File: src/rtl/turn_pkg.sv
// Shared types for the two-player turn scheduler: FSM state encoding and player identifiers.
package turn_pkg;

    typedef enum logic [1:0] {
        IDLE   = 2'd0,
        TURN   = 2'd1,
        SWITCH = 2'd2,
        OVER   = 2'd3
    } turn_state_t;

    typedef logic player_t;

    localparam player_t P1 = 1'b0;
    localparam player_t P2 = 1'b1;

endpackage

File: src/rtl/turn_scheduler_sec_tick_gen.sv
// One-second prescaler: counts 0..CLK_HZ-1 while enabled and raises tick on the wrapping cycle.
module sec_tick_gen #(
    parameter int CLK_HZ = 50_000_000
) (
    input  logic clk,
    input  logic rst,
    input  logic clear,
    input  logic en,
    output logic tick
);

    localparam int            CW   = (CLK_HZ > 1) ? $clog2(CLK_HZ) : 1;
    localparam logic [CW-1:0] LAST = CW'(CLK_HZ - 1);

    logic [CW-1:0] cnt;

    always_ff @(posedge clk) begin
        if (rst || clear) begin
            cnt <= '0;
        end else if (en) begin
            cnt <= (cnt == LAST) ? '0 : cnt + CW'(1);
        end
    end

    // tick is high on the last count so the consumer acts on the same edge the counter wraps
    assign tick = en && (cnt == LAST);

endmodule

File: src/rtl/turn_scheduler.sv
// Turn sequencer for the two-player game: alternates players on accepted moves or turn expiry.
// Pulse semantics: start/move_valid are 1-cycle requests with no backpressure; move_ack/timeout answer them one cycle later.
module turn_scheduler
    import turn_pkg::*;
#(
    parameter int   CLK_HZ       = 50_000_000,
    parameter int   TURN_SECONDS = 15,
    parameter logic FIRST_PLAYER = 1'b0,
    parameter int   CNT_W        = 8
) (
    input  logic                              clk,
    input  logic                              rst,
    input  logic                              start,
    input  logic                              move_valid,
    input  logic                              game_over,
    output logic                              game_active,
    output logic                              current_player,
    output logic [$clog2(TURN_SECONDS+1)-1:0] time_left,
    output logic                              move_ack,
    output logic                              timeout,
    output logic [CNT_W-1:0]                  move_count,
    output logic [1:0]                        dbg_state
);

    localparam int              TL_W    = $clog2(TURN_SECONDS + 1);
    localparam logic [TL_W-1:0] TL_FULL = TL_W'(TURN_SECONDS);

    turn_state_t state, state_n;
    logic        tick;

    // Prescaler is held at zero outside TURN, so every entry into TURN starts a fresh second
    sec_tick_gen #(.CLK_HZ(CLK_HZ)) u_tick (
        .clk   (clk),
        .rst   (rst),
        .clear (state != TURN),
        .en    (state == TURN),
        .tick  (tick)
    );

    always_comb begin
        state_n = state;
        unique case (state)
            IDLE, OVER: if (start) state_n = TURN;
            TURN: begin
                if (game_over)                              state_n = OVER;
                else if (move_valid)                        state_n = SWITCH;
                else if (tick && time_left == TL_W'(1))     state_n = SWITCH;
            end
            SWITCH:  state_n = game_over ? OVER : TURN;
            default: state_n = IDLE;
        endcase
    end

    always_ff @(posedge clk) begin
        if (rst) begin
            state          <= IDLE;
            game_active    <= 1'b0;
            current_player <= FIRST_PLAYER;
            time_left      <= '0;
            move_ack       <= 1'b0;
            timeout        <= 1'b0;
            move_count     <= '0;
        end else begin
            state       <= state_n;
            game_active <= (state_n == TURN) || (state_n == SWITCH);
            move_ack    <= 1'b0;
            timeout     <= 1'b0;
            unique case (state)
                IDLE, OVER: begin
                    if (start) begin
                        current_player <= FIRST_PLAYER;
                        time_left      <= TL_FULL;
                        move_count     <= '0;
                    end
                end
                TURN: begin
                    // game_over outranks both a move and an expiring tick
                    if (!game_over) begin
                        if (move_valid) begin
                            move_ack <= 1'b1;
                            if (move_count != '1) move_count <= move_count + CNT_W'(1);
                        end else if (tick) begin
                            if (time_left == TL_W'(1)) begin
                                time_left <= '0;
                                timeout   <= 1'b1;
                            end else begin
                                time_left <= time_left - TL_W'(1);
                            end
                        end
                    end
                end
                SWITCH: begin
                    if (!game_over) begin
                        current_player <= (current_player == P1) ? P2 : P1;
                        time_left      <= TL_FULL;
                    end
                end
                default: ;
            endcase
        end
    end

    assign dbg_state = state;

endmodule

File: config.mk
export PLATFORM = sky130hd
export DESIGN_NAME = turn_scheduler
export DESIGN_NICKNAME = d
export VERILOG_FILES = /design/src/rtl/turn_pkg.sv /design/src/rtl/turn_scheduler_sec_tick_gen.sv /design/src/rtl/turn_scheduler.sv
export SDC_FILE = /design/constraint.sdc
export NUM_CORES = 1
export LEC_CHECK = 0
export CORE_ASPECT_RATIO = 0.9
export CORE_UTILIZATION = 35
export DETAILED_ROUTE_END_ITERATION = 8
export GPL_TIMING_DRIVEN = 0
export HOLD_SLACK_MARGIN = 0.1
export SETUP_SLACK_MARGIN = 0.15
export SYNTH_ARGS = -nofsm -noshare
export SYNTH_HDL_FRONTEND = slang
export SYNTH_HIERARCHICAL = 1
export SYNTH_SLANG_ARGS = --single-unit
export TNS_END_PERCENT = 50
File: constraint.sdc
create_clock -name clk -period 3.3 [get_ports clk]
set_clock_uncertainty 0.1 [all_clocks]
set_input_delay 0.33 -clock clk [delete_from_list [all_inputs] [get_ports clk]]
set_output_delay 0.33 -clock clk [all_outputs]
set_load 0.05 [all_outputs]
# After elaboration in Yosys (flattened, before gate mapping)
# Index checks and enable logic that the tools add are counted.
dict set report word_totals {
  n_memories 0
  ramBits 0
  latchBits 0
  register_bits 44
  output_inout_bits 18
  mem_bits_ro 0
  wordCells 67
  input_bits 5
}
dict set report classes {
  bitwise_logic 2
  n_addsub 3
  mux 25
  shift 0
  reduce_logical 13
  div_mod_pow 0
  mul 0
  n_eq_ne 16
  magnitude_cmp 0
}
# operator n
set ops {}
lappend ops {{$mux W8} 4}
lappend ops {{$add A26 B1 Y26 const B} 1}
lappend ops {{$eq A26 B26 Y1 const B} 1}
lappend ops {{$mux W26} 1}
lappend ops {{$mux W4} 6}
lappend ops {{$pmux W8 S2} 1}
lappend ops {{$ne A2 B2 Y1 const B} 7}
lappend ops {{$pmux W4 S3} 1}
lappend ops {{$mux W2} 5}
lappend ops {{$reduce_and A5 Y1} 2}
lappend ops {{$add A8 B1 Y8 const B} 1}
lappend ops {{$ne A8 B8 Y1 const B} 1}
lappend ops {{$eq A2 B2 Y1 const B} 3}
lappend ops {{$pmux W2 S3} 1}
lappend ops {{$mux W1} 5}
lappend ops {{$reduce_or A5 Y1} 1}
lappend ops {{$eq A2 B1 Y1 const B} 2}
lappend ops {{$eq A4 B1 Y1 const B} 1}
lappend ops {{$reduce_bool A2 Y1} 2}
lappend ops {{$sub A4 B1 Y4 const B} 1}
lappend ops {{$reduce_and A3 Y1} 1}
lappend ops {{$reduce_or A3 Y1} 1}
lappend ops {{$logic_and A1 B1 Y1} 2}
lappend ops {{$logic_not A2 Y1} 1}
lappend ops {{other kinds (5)} 7}

# Longest topological paths before layout
dict set report logic_depth {
  word_depth 9
  ltp_mapped 12
  ltp_nobuf 10
}

# By module
# Netlist, hierarchy kept.
# module cells_each instances area_each_um2 seq_area_each_um2
set modules_own_cells {}
lappend modules_own_cells {sec_tick_gen 161 1 1338.8 520.5}
lappend modules_own_cells {turn_scheduler 117 1 968.4 360.3}

# Worst setup path after synthesis
# OpenSTA, ideal clock, no wires.
dict set report synth_path {
  path_kind {reg-to-reg}
  startpoint {register state[0], in the netlist dbg_state[0]}
  endpoint {register u_tick.cnt[17]}
  slack_ps 560
  t_arrival_ps 2570
  stages_incl_launch_ff 8
  synth_period_minus_slack_ps 2740
  required_time_ps 3130
  n_path_buf 2
  setup_ps 70
  path_cell_list {dfxtp_1 ha_1 buf_4 nand4_2 or4_1 buf_2 or4_1 a21oi_1}
}
dict set report synth_between {
  elab_chain_len 2
  elab_cells_between_ends 3
  cone_classes {eq/ne (2); reduce/logical (1)}
}
# element line_no
set synth_rtl {}
lappend synth_rtl {{start: declaration} turn_scheduler.sv:28} ;# turn_state_t state, state_n;
lappend synth_rtl {{start signal: assignment} turn_scheduler.sv:64} ;# state <= state_n;
lappend synth_rtl {{$ne A2 B1 Y1} turn_scheduler.sv:35} ;# .clear (state != TURN),
lappend synth_rtl {{$logic_or A1 B1 Y1} turn_scheduler_sec_tick_gen.sv:18} ;# if (rst || clear) begin
lappend synth_rtl {{end signal: assignment} turn_scheduler_sec_tick_gen.sv:21} ;# cnt <= (cnt == LAST) ? '0 : cnt + CW'(1);
lappend synth_rtl {{end: declaration} turn_scheduler_sec_tick_gen.sv:15} ;# logic [CW-1:0] cnt;
# Parallel ways exist; a longest one is shown, timed or not.
# A chain may end at the register's enable or synchronous reset.

# Worst setup path in the final report
dict set report layout_path {
  startpoint {register state[0], in the netlist dbg_state[0]}
  endpoint {register u_tick.cnt[0]}
}
# Same word-level chain as after synthesis.

==> results.tsv <==
stage	metric	value	unit
outcome	outcome	completed	
critical_path	FF-to-FF End	u_tick/cnt[0]	
critical_path	worst-path cell chain	ha_1 > buf_4 > and4_2 > clkbuf_1 > nand2_1 > o31ai_2 > buf_2 > nor2_1	
power	combinational share of power	41.8	%
clock_network	H-tree Lvls	2	
global_routing	Total GRT Usage	16.6	%
detailed_routing	Final ANT Viol Nets	0	
critical_path	Worst Path Max Fanout	10	
power	Pint	1.01	mW
detailed_routing	DRT iter0 DRCs	155	
timing	Final setup violation count	0	
detailed_routing	via count	2078	
power	Peak VDD IR	0.539	mV
logic_synthesis	synth warn	6	
timing	Max transition margin	56.2	%
global_routing	initial antenna violation count	0	
timing	Worst Tran Pin Value	653	ps
floorplan	Initial Utilization	36.9	%
floorplan	die height	79.0	um
detailed_routing	DRC Markers	0	
layout	antenna cells	0	
logic_synthesis	Synth top cells by count	dfxtp_1 (44), nor2_1 (33), nand2_1 (24)	
power	LEAKAGE	0.897	nW
timing	post-route setup slack	451	ps
clock_network	CTS buffer count	5	
placement	worst slack at placement	410	ps
global_routing	largest net degree at the start of global routing	14	
detailed_routing	WL/cell	13.2	um
logic_synthesis	register area share after synthesis	38.2	%
timing	crit path time final	2850	ps
logic_synthesis	FFs w/ async S/R, synth	0	%
critical_path	Worst EP required	3380	ps
logic_synthesis	Synth Cell Area	2310	um2
logic_synthesis	Top FF cell, synth	dfxtp_1	
critical_path	reg-to-reg slack, setup	450	ps
logic_synthesis	post-synth top area cell	dfxtp_1	
timing	Max Clk Rate	0.351	GHz
clock_network	clock sink total	44	
logic_synthesis	count of different cell masters after synthesis	46	
critical_path	Setup Crit Path Kind	reg2reg	
layout	sequential cell area	881	um2
logic_synthesis	Post-Synth Simple-Gate Area	32.6	%
job	Max Cap Violations	0	
floorplan	num rows	27	
power	switching part of the total	41.0	%
power	Seq pwr share	37.2	%
logic_synthesis	most common cell in the netlist	dfxtp_1	
power	PwrDens	624	nW/um2
clock_network	root buf cell	clkbuf_8	
critical_path	Critical Path Source	dbg_state[0]	
critical_path	Setup crit end	u_tick/cnt[0]	
critical_path	Worst R2R Start	dbg_state[0]	
floorplan	floorplan die width	87.6	um
clock_network	# resized after CTS	0	
layout	Nets	319	
logic_synthesis	largest family of logic cells by synthesized area	simple AND/OR/NAND/NOR gates	
logic_synthesis	adder-cell area share of the yosys netlist	3.80	%
timing	Slew Viols, Final	0	
placement	PortBufs	22	
timing	Final Hold Fails	0	
floorplan	area of the core	6250	um2
critical_path	Worst Reg-to-Reg Cells	8	
clock_network	post-cts hold buffer count	0	
timing	RSZ-0062 raised after global routing	no	
critical_path	CP endpoint kind	register	
logic_synthesis	Mapped Cells	278	
power	P_sw	0.699	mW
logic_synthesis	largest cells by area after synthesis	dfxtp_1 (38%), xor2_1 (6.5%), nor2_1 (5.4%)	
logic_synthesis	multiplexer share of the synthesized area	0.434	%
logic_synthesis	EDFF count, synth	0	
timing	Final Cycle Share	86.3	%
logic_synthesis	post-synthesis compound-gate area fraction	12.5	%
clock_network	CTS tree	done	
clock_network	Clock Tree Buf Depth	2	
timing	Hold WS	392	ps
floorplan	IO Pins	23	
detailed_routing	Pre-antenna DRT Iters	4	
detailed_routing	Vias/cell	5.26	
logic_synthesis	post-synthesis xor/xnor area fraction	7.97	%
detailed_routing	total routed wirelength	5.21	mm
clock_network	worst skew pair latency	300	ps
critical_path	Critical-path top delay cell	o31ai_2	
layout	synth-to-layout area growth	18.5	%
layout	FILL cells	653	
clock_network	Post-CTS Setup Bufs	0	
critical_path	CP startpoint kind	register	
global_routing	GR Overflow Total	0	
placement	Placer Congestion	0.814	
logic_synthesis	top-area cell type share of the netlist area	38.2	%
power	Clock Power Share	21.0	%
floorplan	DIE AREA	6920	um2
critical_path	crit path DAT	2930	ps
logic_synthesis	Net Count, Synth	290	
clock_network	Reg clk slew, reported paths	90	ps
global_routing	global-route wire length before repair	8.91	mm
global_routing	vias in the first global route	1843	
logic_synthesis	#FFs+latches synth	44	
layout	layout cells sized above 1	8.44	%
worst_hold_path	HP Class	reg2reg	
critical_path	Slowest Stage Delay on Critical Path	610	ps
logic_synthesis	Post-Syn Area per Cell	8.30	um2
placement	HPWL Detailed	3.75	mm
layout	multi-input logic area	1330	um2
timing	TNS Setup	0	ps
-- power by group through the flow --
stage               Sequential (mW)  Combinational [mW]  Clock [mW]
finish                        0.634               0.714       0.358
global placement              0.644               0.710           0
floorplan                     0.789               0.385           0
detailed placement            0.646               0.714           0
CTS                           0.634               0.716       0.368
global route                  0.643               0.782       0.399
-- state kept, by name, indices dropped and copies added, names as in the netlist --
| signal | flops |
|---|---|
| u_tick/cnt | 26 |
| time_left | 4 |
| move_ack | 1 |
| move_count | 8 |
| game_active | 1 |
| timeout | 1 |
| current_player | 1 |
| dbg_state | 2 |
-- through the flow --
step	cell area (um2)	power [mW]	cells	utilization, %
floorplan	2310	1.17	278	-
global placement	2640	1.35	387	42.2
detailed placement	2640	1.36	387	42.2
CTS	2730	1.72	395	43.7
global route	2740	1.82	395	43.8
finish	2740	1.71	395	43.8
-- routing by layer --
layer  vias up  share of wire [%]  wire length [um]  global-route usage (%)
li1       1056                  -                 -                       -
met1       980                 52              2720                    24.0
met2        40                 43              2260                    23.9
met3         2                3.5               181                    4.05
met4         0                1.1                55                    5.08
met5         -                  0                 0                       0
-- critical path, delay by kind of cell (launching register included) --
kind / cells / cell delay, ps
flip-flops: 1 / 400
buffers and inverters: 3 / 840
adder cells (fa/ha/maj): 1 / 330
AND/OR/NAND/NOR: 3 / 440
AO/OA/AOI/OAI: 1 / 610
-- final cells by class --
class,instances,share of cell area [%]
multi-input combinational,212,48.6
tap,87,3.98
inverter,9,1.24
clock buffer,7,3.16
timing repair buffer,22,8.05
sequential,44,32.2
buffer,13,2.52
clock inverter,1,0.274
-- cell families (layout without fill, tap and decap cells) --
kind of cell               count (synthesis)  in the layout
xor gates and xnor gates                  21             21
muxes                                      1              1
and+or+nand+nor                          139            139
buffers and inverters                     22             52
DFF                                       44             44
adders and majority gates                  7              7
AOI/OAI and AO/OA                         44             44
-- worst min-delay path by stage --
stage | start | to | slack, ps | cells after the start
floorplan | rst | u_tick/cnt[6] | 310 | 1
global placement | u_tick/cnt[22] | u_tick/cnt[22] | 370 | 2
detailed placement | u_tick/cnt[22] | u_tick/cnt[22] | 380 | 2
CTS | u_tick/cnt[22] | u_tick/cnt[22] | 390 | 2
global route | u_tick/cnt[22] | u_tick/cnt[22] | 420 | 2
finish | u_tick/cnt[22] | u_tick/cnt[22] | 390 | 2
-- placed cells by master, fill, tap and decap left out, types with 2 or more instances in the layout --
cell type and count:
clkdlybuf4s50_1 22, and4_1 3, dfxtp_1 44, nor2_1 33, o21ai_0 10, nand2b_1 3, or4_1 9, ha_1 7
nor2b_1 3, or3_2 2, a22oi_1 2, nor4_1 5, nand4_1 17, o31ai_1 6, a31oi_1 2, clkbuf_8 6
xor2_1 17, nor3_1 6, or3_1 6, a21oi_1 15, nand2_1 24, buf_2 6, and2_1 4, and3_1 5
xnor2_1 4, inv_1 9, nand3_1 11, clkbuf_1 5
Note: power is estimated with default switching activity, not from simulation.
